==> config.mk <==
export PLATFORM = sky130hd
export DESIGN_NAME = dmem_arbiter_flat
export DESIGN_NICKNAME = d
export VERILOG_FILES = /design/src/rtl/dmem_arbiter_if.sv /design/src/rtl/dmem_arbiter.sv /design/src/flat_wrapper.sv
export SDC_FILE = /design/constraint.sdc
export NUM_CORES = 1
export LEC_CHECK = 0
export CAP_MARGIN = 20
export CELL_PAD_IN_SITES_DETAIL_PLACEMENT = 0
export CELL_PAD_IN_SITES_GLOBAL_PLACEMENT = 1
export CORE_UTILIZATION = 24
export CTS_CLUSTER_DIAMETER = 120
export DETAILED_ROUTE_END_ITERATION = 16
export MAX_ROUTING_LAYER = met4
export PLACE_DENSITY = 0.81
export SYNTH_ARGS = -nofsm -noshare
export SYNTH_HDL_FRONTEND = slang
export SYNTH_SLANG_ARGS = --single-unit
==> constraint.sdc <==
create_clock -name i_clk -period 3.1 [get_ports i_clk]
set_input_delay 0.62 -clock i_clk [delete_from_list [all_inputs] [get_ports i_clk]]
set_output_delay 0.62 -clock i_clk [all_outputs]
set_load 0.02 [all_outputs]
==> src/rtl/dmem_arbiter_if.sv <==
// Bundle of requester handshakes and the shared memory port seen by dmem_arbiter.
// slave = arbiter side, master = requester/memory environment side.
interface dmem_arbiter_if;
  logic        i_req_0;
  logic        i_we_0;
  logic [2:0]  i_fun3_0;
  logic [31:0] i_addr_0;
  logic [31:0] i_wdata_0;
  logic        o_gnt_0;
  logic        o_rvalid_0;
  logic [31:0] o_rdata_0;
  logic        o_err_0;

  logic        i_req_1;
  logic        i_we_1;
  logic [2:0]  i_fun3_1;
  logic [31:0] i_addr_1;
  logic [31:0] i_wdata_1;
  logic        o_gnt_1;
  logic        o_rvalid_1;
  logic [31:0] o_rdata_1;
  logic        o_err_1;

  logic        o_mem_rd_en;
  logic        o_mem_wr_en;
  logic [2:0]  o_mem_fun3;
  logic [31:0] o_mem_addr;
  logic [31:0] o_mem_wdata;
  logic [31:0] i_mem_rdata;

  modport slave (
    input  i_req_0, i_we_0, i_fun3_0, i_addr_0, i_wdata_0,
    input  i_req_1, i_we_1, i_fun3_1, i_addr_1, i_wdata_1,
    input  i_mem_rdata,
    output o_gnt_0, o_rvalid_0, o_rdata_0, o_err_0,
    output o_gnt_1, o_rvalid_1, o_rdata_1, o_err_1,
    output o_mem_rd_en, o_mem_wr_en, o_mem_fun3, o_mem_addr, o_mem_wdata
  );

  modport master (
    output i_req_0, i_we_0, i_fun3_0, i_addr_0, i_wdata_0,
    output i_req_1, i_we_1, i_fun3_1, i_addr_1, i_wdata_1,
    output i_mem_rdata,
    input  o_gnt_0, o_rvalid_0, o_rdata_0, o_err_0,
    input  o_gnt_1, o_rvalid_1, o_rdata_1, o_err_1,
    input  o_mem_rd_en, o_mem_wr_en, o_mem_fun3, o_mem_addr, o_mem_wdata
  );
endinterface

==> src/rtl/dmem_arbiter.sv <==
// Two-port arbiter and legality checker in front of the data memory.
// Port 0 has fixed priority; a saturating wait counter force-grants port 1.
module dmem_arbiter #(
  parameter int unsigned DEPTH_WORDS  = 512,
  parameter int unsigned STARVE_LIMIT = 8
) (
  input  logic           i_clk,
  input  logic           i_rst,
  dmem_arbiter_if.slave  bus
);
  localparam int unsigned CNT_W      = 8;
  localparam logic [31:0] ADDR_LIMIT = 32'(4 * DEPTH_WORDS);
  localparam logic [CNT_W-1:0] STARVE_MAX = CNT_W'(STARVE_LIMIT);

  logic [CNT_W-1:0] starve_cnt;
  logic             gnt_0;
  logic             gnt_1;
  logic             accept;
  logic             legal;
  logic             fun3_ok;
  logic             align_ok;
  logic             range_ok;
  logic             sel_we;
  logic [2:0]       sel_fun3;
  logic [31:0]      sel_addr;
  logic [31:0]      sel_wdata;
  logic [31:0]      resp_rdata;

  logic             rvalid_0;
  logic             rvalid_1;
  logic             err_0;
  logic             err_1;
  logic [31:0]      rdata_0;
  logic [31:0]      rdata_1;

  // Grant: starved port 1 first, then port 0, then port 1; nothing in reset.
  always_comb begin
    gnt_0 = 1'b0;
    gnt_1 = 1'b0;
    if (!i_rst) begin
      if ((starve_cnt == STARVE_MAX) && bus.i_req_1) gnt_1 = 1'b1;
      else if (bus.i_req_0)                          gnt_0 = 1'b1;
      else if (bus.i_req_1)                          gnt_1 = 1'b1;
    end
  end

  assign accept      = gnt_0 | gnt_1;
  assign bus.o_gnt_0 = gnt_0;
  assign bus.o_gnt_1 = gnt_1;

  always_comb begin
    if (gnt_1) begin
      sel_we    = bus.i_we_1;
      sel_fun3  = bus.i_fun3_1;
      sel_addr  = bus.i_addr_1;
      sel_wdata = bus.i_wdata_1;
    end else begin
      sel_we    = bus.i_we_0;
      sel_fun3  = bus.i_fun3_0;
      sel_addr  = bus.i_addr_0;
      sel_wdata = bus.i_wdata_0;
    end
  end

  // Legality of the winning payload: funct3 class, natural alignment, range.
  always_comb begin
    fun3_ok  = 1'b0;
    align_ok = 1'b1;
    case (sel_fun3)
      3'b000, 3'b001, 3'b010: fun3_ok = 1'b1;
      3'b100, 3'b101:         fun3_ok = !sel_we;
      default:                fun3_ok = 1'b0;
    endcase
    if (sel_fun3[1:0] == 2'b01)      align_ok = !sel_addr[0];
    else if (sel_fun3[1:0] == 2'b10) align_ok = (sel_addr[1:0] == 2'b00);
    range_ok = (sel_addr < ADDR_LIMIT);
    legal    = fun3_ok && align_ok && range_ok;
  end

  always_comb begin
    bus.o_mem_rd_en = 1'b0;
    bus.o_mem_wr_en = 1'b0;
    bus.o_mem_fun3  = 3'b000;
    bus.o_mem_addr  = 32'h0;
    bus.o_mem_wdata = 32'h0;
    if (accept && legal) begin
      bus.o_mem_rd_en = !sel_we;
      bus.o_mem_wr_en = sel_we;
      bus.o_mem_fun3  = sel_fun3;
      bus.o_mem_addr  = sel_addr;
      bus.o_mem_wdata = sel_wdata;
    end
  end

  assign resp_rdata = (legal && !sel_we) ? bus.i_mem_rdata : 32'h0;

  // Wait counter only runs while port 1 is actually being refused.
  always_ff @(posedge i_clk) begin
    if (i_rst || !bus.i_req_1 || gnt_1) begin
      starve_cnt <= '0;
    end else if (starve_cnt != STARVE_MAX) begin
      starve_cnt <= starve_cnt + CNT_W'(1);
    end
  end

  always_ff @(posedge i_clk) begin
    if (i_rst) begin
      rvalid_0 <= 1'b0;
      rvalid_1 <= 1'b0;
      err_0    <= 1'b0;
      err_1    <= 1'b0;
      rdata_0  <= 32'h0;
      rdata_1  <= 32'h0;
    end else begin
      rvalid_0 <= gnt_0;
      rvalid_1 <= gnt_1;
      if (gnt_0) begin
        err_0   <= !legal;
        rdata_0 <= resp_rdata;
      end
      if (gnt_1) begin
        err_1   <= !legal;
        rdata_1 <= resp_rdata;
      end
    end
  end

  assign bus.o_rvalid_0 = rvalid_0;
  assign bus.o_rvalid_1 = rvalid_1;
  assign bus.o_err_0    = err_0;
  assign bus.o_err_1    = err_1;
  assign bus.o_rdata_0  = rdata_0;
  assign bus.o_rdata_1  = rdata_1;
endmodule

==> src/flat_wrapper.sv <==
// flat-port wrapper written by rule: the top's interface ports become plain ports
module dmem_arbiter_flat 
#(
  parameter int unsigned DEPTH_WORDS  = 512,
  parameter int unsigned STARVE_LIMIT = 8
)
  (i_clk, i_rst, bus_i_req_0, bus_i_we_0, bus_i_fun3_0, bus_i_addr_0, bus_i_wdata_0, bus_i_req_1, bus_i_we_1, bus_i_fun3_1, bus_i_addr_1, bus_i_wdata_1, bus_i_mem_rdata, bus_o_gnt_0, bus_o_rvalid_0, bus_o_rdata_0, bus_o_err_0, bus_o_gnt_1, bus_o_rvalid_1, bus_o_rdata_1, bus_o_err_1, bus_o_mem_rd_en, bus_o_mem_wr_en, bus_o_mem_fun3, bus_o_mem_addr, bus_o_mem_wdata);
  dmem_arbiter_if bus_i ();
  input  logic i_clk;
  input  logic i_rst;
  input wire logic [$bits(bus_i.i_req_0)-1:0] bus_i_req_0;
  input wire logic [$bits(bus_i.i_we_0)-1:0] bus_i_we_0;
  input wire logic [$bits(bus_i.i_fun3_0)-1:0] bus_i_fun3_0;
  input wire logic [$bits(bus_i.i_addr_0)-1:0] bus_i_addr_0;
  input wire logic [$bits(bus_i.i_wdata_0)-1:0] bus_i_wdata_0;
  input wire logic [$bits(bus_i.i_req_1)-1:0] bus_i_req_1;
  input wire logic [$bits(bus_i.i_we_1)-1:0] bus_i_we_1;
  input wire logic [$bits(bus_i.i_fun3_1)-1:0] bus_i_fun3_1;
  input wire logic [$bits(bus_i.i_addr_1)-1:0] bus_i_addr_1;
  input wire logic [$bits(bus_i.i_wdata_1)-1:0] bus_i_wdata_1;
  input wire logic [$bits(bus_i.i_mem_rdata)-1:0] bus_i_mem_rdata;
  output wire logic [$bits(bus_i.o_gnt_0)-1:0] bus_o_gnt_0;
  output wire logic [$bits(bus_i.o_rvalid_0)-1:0] bus_o_rvalid_0;
  output wire logic [$bits(bus_i.o_rdata_0)-1:0] bus_o_rdata_0;
  output wire logic [$bits(bus_i.o_err_0)-1:0] bus_o_err_0;
  output wire logic [$bits(bus_i.o_gnt_1)-1:0] bus_o_gnt_1;
  output wire logic [$bits(bus_i.o_rvalid_1)-1:0] bus_o_rvalid_1;
  output wire logic [$bits(bus_i.o_rdata_1)-1:0] bus_o_rdata_1;
  output wire logic [$bits(bus_i.o_err_1)-1:0] bus_o_err_1;
  output wire logic [$bits(bus_i.o_mem_rd_en)-1:0] bus_o_mem_rd_en;
  output wire logic [$bits(bus_i.o_mem_wr_en)-1:0] bus_o_mem_wr_en;
  output wire logic [$bits(bus_i.o_mem_fun3)-1:0] bus_o_mem_fun3;
  output wire logic [$bits(bus_i.o_mem_addr)-1:0] bus_o_mem_addr;
  output wire logic [$bits(bus_i.o_mem_wdata)-1:0] bus_o_mem_wdata;
  assign bus_i.i_req_0 = bus_i_req_0;
  assign bus_i.i_we_0 = bus_i_we_0;
  assign bus_i.i_fun3_0 = bus_i_fun3_0;
  assign bus_i.i_addr_0 = bus_i_addr_0;
  assign bus_i.i_wdata_0 = bus_i_wdata_0;
  assign bus_i.i_req_1 = bus_i_req_1;
  assign bus_i.i_we_1 = bus_i_we_1;
  assign bus_i.i_fun3_1 = bus_i_fun3_1;
  assign bus_i.i_addr_1 = bus_i_addr_1;
  assign bus_i.i_wdata_1 = bus_i_wdata_1;
  assign bus_i.i_mem_rdata = bus_i_mem_rdata;
  assign bus_o_gnt_0 = bus_i.o_gnt_0;
  assign bus_o_rvalid_0 = bus_i.o_rvalid_0;
  assign bus_o_rdata_0 = bus_i.o_rdata_0;
  assign bus_o_err_0 = bus_i.o_err_0;
  assign bus_o_gnt_1 = bus_i.o_gnt_1;
  assign bus_o_rvalid_1 = bus_i.o_rvalid_1;
  assign bus_o_rdata_1 = bus_i.o_rdata_1;
  assign bus_o_err_1 = bus_i.o_err_1;
  assign bus_o_mem_rd_en = bus_i.o_mem_rd_en;
  assign bus_o_mem_wr_en = bus_i.o_mem_wr_en;
  assign bus_o_mem_fun3 = bus_i.o_mem_fun3;
  assign bus_o_mem_addr = bus_i.o_mem_addr;
  assign bus_o_mem_wdata = bus_i.o_mem_wdata;
  dmem_arbiter #(.DEPTH_WORDS(DEPTH_WORDS), .STARVE_LIMIT(STARVE_LIMIT)) u_core (.i_clk(i_clk), .i_rst(i_rst), .bus(bus_i));
endmodule
# Yosys cells after proc, flatten, opt, wreduce, memory -nomap -nowiden
# Index checks and enable logic that the tools add are counted.
[classes]
n_bitwise = 1
n_eq_ne = 8
magnitude_cmp = 1
mux = 20
reduce_logical = 15
n_addsub = 1
[ops]
columns = ["op", "count"]
rows = [
  ["$mux W32", 5],
  ["$lt A32 B12 Y1 const B", 1],
  ["$mux W1", 12],
  ["$add A8 B1 Y8 const B", 1],
  ["$eq A8 B4 Y1 const B", 1],
  ["$ne A8 B4 Y1 const B", 1],
  ["$eq A3 B3 Y1 const B", 2],
  ["$mux W3", 2],
  ["$logic_and A1 B1 Y1", 5],
  ["$logic_not A1 Y1", 4],
  ["$eq A3 B1 Y1 const B", 1],
  ["$eq A3 B2 Y1 const B", 1],
  ["$logic_not A3 Y1", 1],
  ["$reduce_or A3 Y1", 1],
  ["$eq A2 B1 Y1 const B", 1],
  ["$eq A2 B2 Y1 const B", 1],
  ["$logic_not A2 Y1", 1],
  ["$logic_or A1 B1 Y1", 2],
  ["$pmux W1 S2", 1],
  ["$reduce_or A2 Y1", 1],
  ["$or A1 B1 Y1", 1],
]
[totals]
word_cells = 53
reg_bits = 76
out_inout_bits = 139

# Longest topological paths before layout
[depth]
word_depth = 12
ltp_mapped = 8
depth_no_buf = 6

# Worst setup path before layout
# Ideal clock, no wire load.
[synth_path]
path_kind = "in2out"
startpoint = "input port bus_i_req_1"
endpoint = "output port bus_o_mem_wdata[10]"
stages = 7
slack_ps = -8
n_path_buf = 3
required_ps = 2480
arrival_ps = 2488
cell_sequence = "buf_2 > and4bb_2 > a21oi_1 > nand4_1 > buf_2 > clkbuf_1 > o22ai_1"
[synth_via]
elab_cells_between_ends = 32
cone_classes = "order compare: 1; eq/ne: 6; mux: 14; bitwise: 1; reduce/logical: 10"
[synth_rtl]
columns = ["element", "line_no", "rtl"]
rows = [
  ["start, declared", "flat_wrapper.sv:16", "input wire logic [$bits(bus_i.i_req_1)-1:0] bus_i_req_1;"],
  ["$logic_and A1 B1 Y1", "dmem_arbiter.sv:41", "if ((starve_cnt == STARVE_MAX) && bus.i_req_1) gnt_1 = 1'b1;"],
  ["$mux W1", "dmem_arbiter.sv:41", ""],
  ["$mux W1", "dmem_arbiter.sv:40", "if (!i_rst) begin"],
  ["named net bus_o_gnt_0", "flat_wrapper.sv:22", "output wire logic [$bits(bus_i.o_gnt_0)-1:0] bus_o_gnt_0;"],
  ["$or A1 B1 Y1", "dmem_arbiter.sv:47", "assign accept = gnt_0 | gnt_1;"],
  ["$logic_and A1 B1 Y1", "dmem_arbiter.sv:86", "if (accept && legal) begin"],
  ["$mux W32", "dmem_arbiter.sv:86", ""],
  ["end, declared", "flat_wrapper.sv:34", "output wire logic [$bits(bus_i.o_mem_wdata)-1:0] bus_o_mem_wdata;"],
]
# The timed path passes the listed nets, and every way through them passes these cells.

# Worst setup path after layout
[layout_path]
startpoint = "input port bus_i_addr_1[30]"
endpoint = "output port bus_o_mem_addr[10]"
[layout_via]
elab_chain_cells = 5
[layout_rtl]
columns = ["element", "line_no", "rtl"]
rows = [
  ["start, declared", "flat_wrapper.sv:19", "input wire logic [$bits(bus_i.i_addr_1)-1:0] bus_i_addr_1;"],
  ["$mux W32", "dmem_arbiter.sv:52", "if (gnt_1) begin"],
  ["$lt A32 B12 Y1", "dmem_arbiter.sv:76", "range_ok = (sel_addr < ADDR_LIMIT);"],
  ["$logic_and A1 B1 Y1", "dmem_arbiter.sv:77", "legal = fun3_ok && align_ok && range_ok;"],
  ["$logic_and A1 B1 Y1", "dmem_arbiter.sv:86", ""],
  ["$mux W32", "dmem_arbiter.sv:86", ""],
  ["end, declared", "flat_wrapper.sv:33", "output wire logic [$bits(bus_i.o_mem_addr)-1:0] bus_o_mem_addr;"],
]
# No other way between the ends.

==> results.md <==
- Crit Path Class: in2out
- Final WL: 19.56 mm
- Initial Utilization: 0.2462
- Pleak: 3.278 nW
- Synth Area in Simple Gates: 0.1266
- Distinct cells, synth: 42
- Commonest non-fill, non-tap cell in the layout: clkdlybuf4s50_1
- M1 GR Usage: 0.2591
- Vias/cell: 5.091
- Sequential share of the synthesized area: 0.3572
- Final setup viols: 0
- Max Slew Vio Count: 0
- Net count, final: 972
- DRC Markers: 0
- Pwr Density: 290.2 nW/um2
- Worst VDD drop: 0.2462 mV
- Seq pwr share: 0.409
- Die X: 135.2 um
- Setup TNS: 0 ns
- Largest family of logic cells by synthesized area: compound AO/OA/AOI/OAI gates
- Clock Tree Root: clkbuf_16
- GRT busiest layer: met2
- CTS hold repair buffers: 0
- Tmin final: 3.046 ns
- Pre-CTS setup slack: -0.6197 ns
- Sw frac: 0.2618
- Die H: 135.2 um
- Int Pwr: 1.775 mW
- Initial antenna violation count: 0
- Status: finished clean
- Via count: 5228
- Overflow after GRT: 0
- NetSw: 629.5 uW
- Total GRT Usage: 0.2142
- Max-Cap Viols: 0
- CP Capture Type: output port
- Level count of the clock H-tree: 3
- DRT Pass-1 Iters: 4
- DRT antenna net count: 0
- Port bufs: 289
- GRT met3 Usage: 0.03741
- Final Skew: 0.005040 ns
- Global-route wire length before repair: 29.29 mm
- Hold Crit Class: reg2reg
- Power, Total: 2.405 mW
- Vias in the first global route: 5150
- Fin. Hold Viols: 0
- Standard-cell rows: 48
- Filler cell count: 1661
- Cts bufs inserted: 9
- Routed length per placed instance: 19.04 um
- GRT met2 Usage: 0.3627
- CTS sink count: 76
- Post-synthesis compound-gate area fraction: 0.3587
- Clk network pwr share: 0.387
- Longest Clk Path Bufs: 2
- Yosys warning count: 0
- Synth Area in XOR/XNOR: 0.01234
- Adder-cell area share of the yosys netlist: 0.005875
- Syn_area_per_cell: 8.501 um2
- Detailed Route Iter0 Violations: 237
- Placer Congestion: 0.8656
- Core area: 17300 um2
- IO Pins: 311
- Crit path max fanout: 24
- Pin count of the biggest net entering global routing: 39
- Arrival @ worst endpoint: 2.43 ns
- Worst setup SP type: input port
- Post-Syn Instances: 501
- Achievable Freq: 328.3 MHz
- Final worst-path setup slack: 0.05434 ns
- Synth Cell Area: 4259 um2
- Final Cell Area: 8288 um2
- Layout cells sized above 1: 0.2145
- Clock-pin transition on the worst setup and hold timing paths: 0.06 ns
- Final period util: 0.9825
- Multiplexer share of the synthesized area: 0.002350
- Placed cell area: 7538 um2
- Synth area leaders: dfxtp_1, a32o_1, a41o_1, o22ai_1, nand3_1
- FF+latch count, synth: 76
- Worst rel slew slack: 0.5175
- Combinational power share: 0.205
- Worst skew pair latency: 0.33 ns
- HPWL after DPL: 13.54 mm
- Top cell type's share of synthesized area: 0.3572
- TritonCTS clock tree: built
- Largest area contributor in the netlist: dfxtp_1
- Register Area: 1521 um2
- Most frequent cells in the layout: clkdlybuf4s50_1, dfxtp_1, buf_4
- Antenna diodes: 0
- Synthesis-to-finish area growth: 94.59%
- Die area: 18280 um2
- WP data required: 2.48 ns
- Actual slew at the worst max-slew pin: 0.7230 ns
- Area of the multi-input gates: 2619 um2
-- final timing paths --
kind	startpoint	end	slack, ns	cells after the start
worst min register to register	u_core.bus.o_err_1	u_core.bus.o_err_1	0.46	2
worst min-delay path	u_core.bus.o_err_1	u_core.bus.o_err_1	0.46	2
worst max register to register	u_core.starve_cnt[0]	u_core.bus.o_rdata_1[1]	0.77	9
worst max-delay path	bus_i_addr_1[30]	bus_o_mem_addr[10]	0.05	8
-- cells by family after synthesis --
group                      count (synthesis)
other                                      1
and+or+nand+nor                           92
xor gates and xnor gates                   6
buffers and inverters                    119
adders and majority gates                  2
muxes                                      1
AOI/OAI and AO/OA                        204
DFF                                       76
-- sequential cells by signal (all words and copies together), names as in the netlist --
register / count
u_core.bus.o_rdata_0: 32
u_core.bus.o_err_0: 1
u_core.bus.o_rvalid_1: 1
u_core.bus.o_err_1: 1
u_core.starve_cnt: 8
u_core.bus.o_rvalid_0: 1
u_core.bus.o_rdata_1: 32
-- cells in the mapped netlist (all sizes together) --
| cell type | n |
|---|---|
| a211oi | 33 |
| a21oi | 5 |
| a221o | 2 |
| a32o | 33 |
| a41o | 32 |
| and3 | 3 |
| and4 | 2 |
| and4bb | 1 |
| buf | 41 |
| clkbuf | 42 |
| conb | 1 |
| dfxtp | 76 |
| ha | 2 |
| inv | 36 |
| mux2i | 1 |
| nand2 | 3 |
| nand2b | 2 |
| nand3 | 52 |
| nand4 | 2 |
| nor2 | 11 |
| nor2b | 1 |
| nor3 | 3 |
| nor4 | 4 |
| nor4b | 1 |
| o2111ai | 1 |
| o21a | 1 |
| o21ai | 48 |
| o22ai | 47 |
| o41ai | 2 |
| or3b | 1 |
| or4 | 5 |
| or4b | 1 |
| xnor2 | 1 |
| xor2 | 5 |
-- cell type report --
| cell class | count | area share |
|---|---|---|
| timing repair buffer | 349 | 0.4189 |
| sequential | 76 | 0.1836 |
| inverter | 36 | 0.01630 |
| clock inverter | 5 | 0.003623 |
| clock buffer | 10 | 0.02763 |
| tap | 225 | 0.03397 |
| multi-input combinational | 326 | 0.3160 |
-- stage by stage --
stage	std cells	hold slack, ns	util
global route	1027	0.4755	0.4792
floorplan	521	0.4485	-
CTS	1027	0.4596	0.4661
detailed placement	1002	0.4503	0.4358
global placement	1002	0.4443	0.4358
finish	1027	0.4588	0.4792
-- what timing repair did --
| item | in CTS | in global routing |
|---|---|---|
| cloned | 6 | 0 |
| buffers inserted | 4 | 3 |
| endpoints found under the setup margin | 48 | 47 |
| pin swaps | 16 | 26 |
| gates resized for setup | 289 | 64 |
| endpoints found under the hold margin | 0 | 0 |
-- per-layer routing --
| metal | wire length, um | vias up |
|---|---|---|
| met1 | 8378 | 2488 |
| li1 | - | 2495 |
| met3 | 1207 | 17 |
| met5 | 0 | - |
| met4 | 278 | 0 |
| met2 | 9692 | 228 |
-- power by group through the flow --
stage | sequential (mW) | combinational [mW] | clock [mW]
after floorplan | 1.01 | 0.168 | 0
after global placement | 1.00 | 0.475 | 0
after detailed placement | 1.00 | 0.473 | 0
after CTS | 0.983 | 0.476 | 0.955
after global routing | 0.982 | 0.523 | 0.999
final | 0.983 | 0.492 | 0.930
-- critical path: stages --
cell and delay, ns:
dlygate4sd2_1 0.22, or4_1 0.56, nor3_2 0.21, nand4_1 0.14, buf_6 0.18, buf_12 0.17, o22ai_1 0.13, buf_2 0.19
Power figures use the tool's default switching activity.
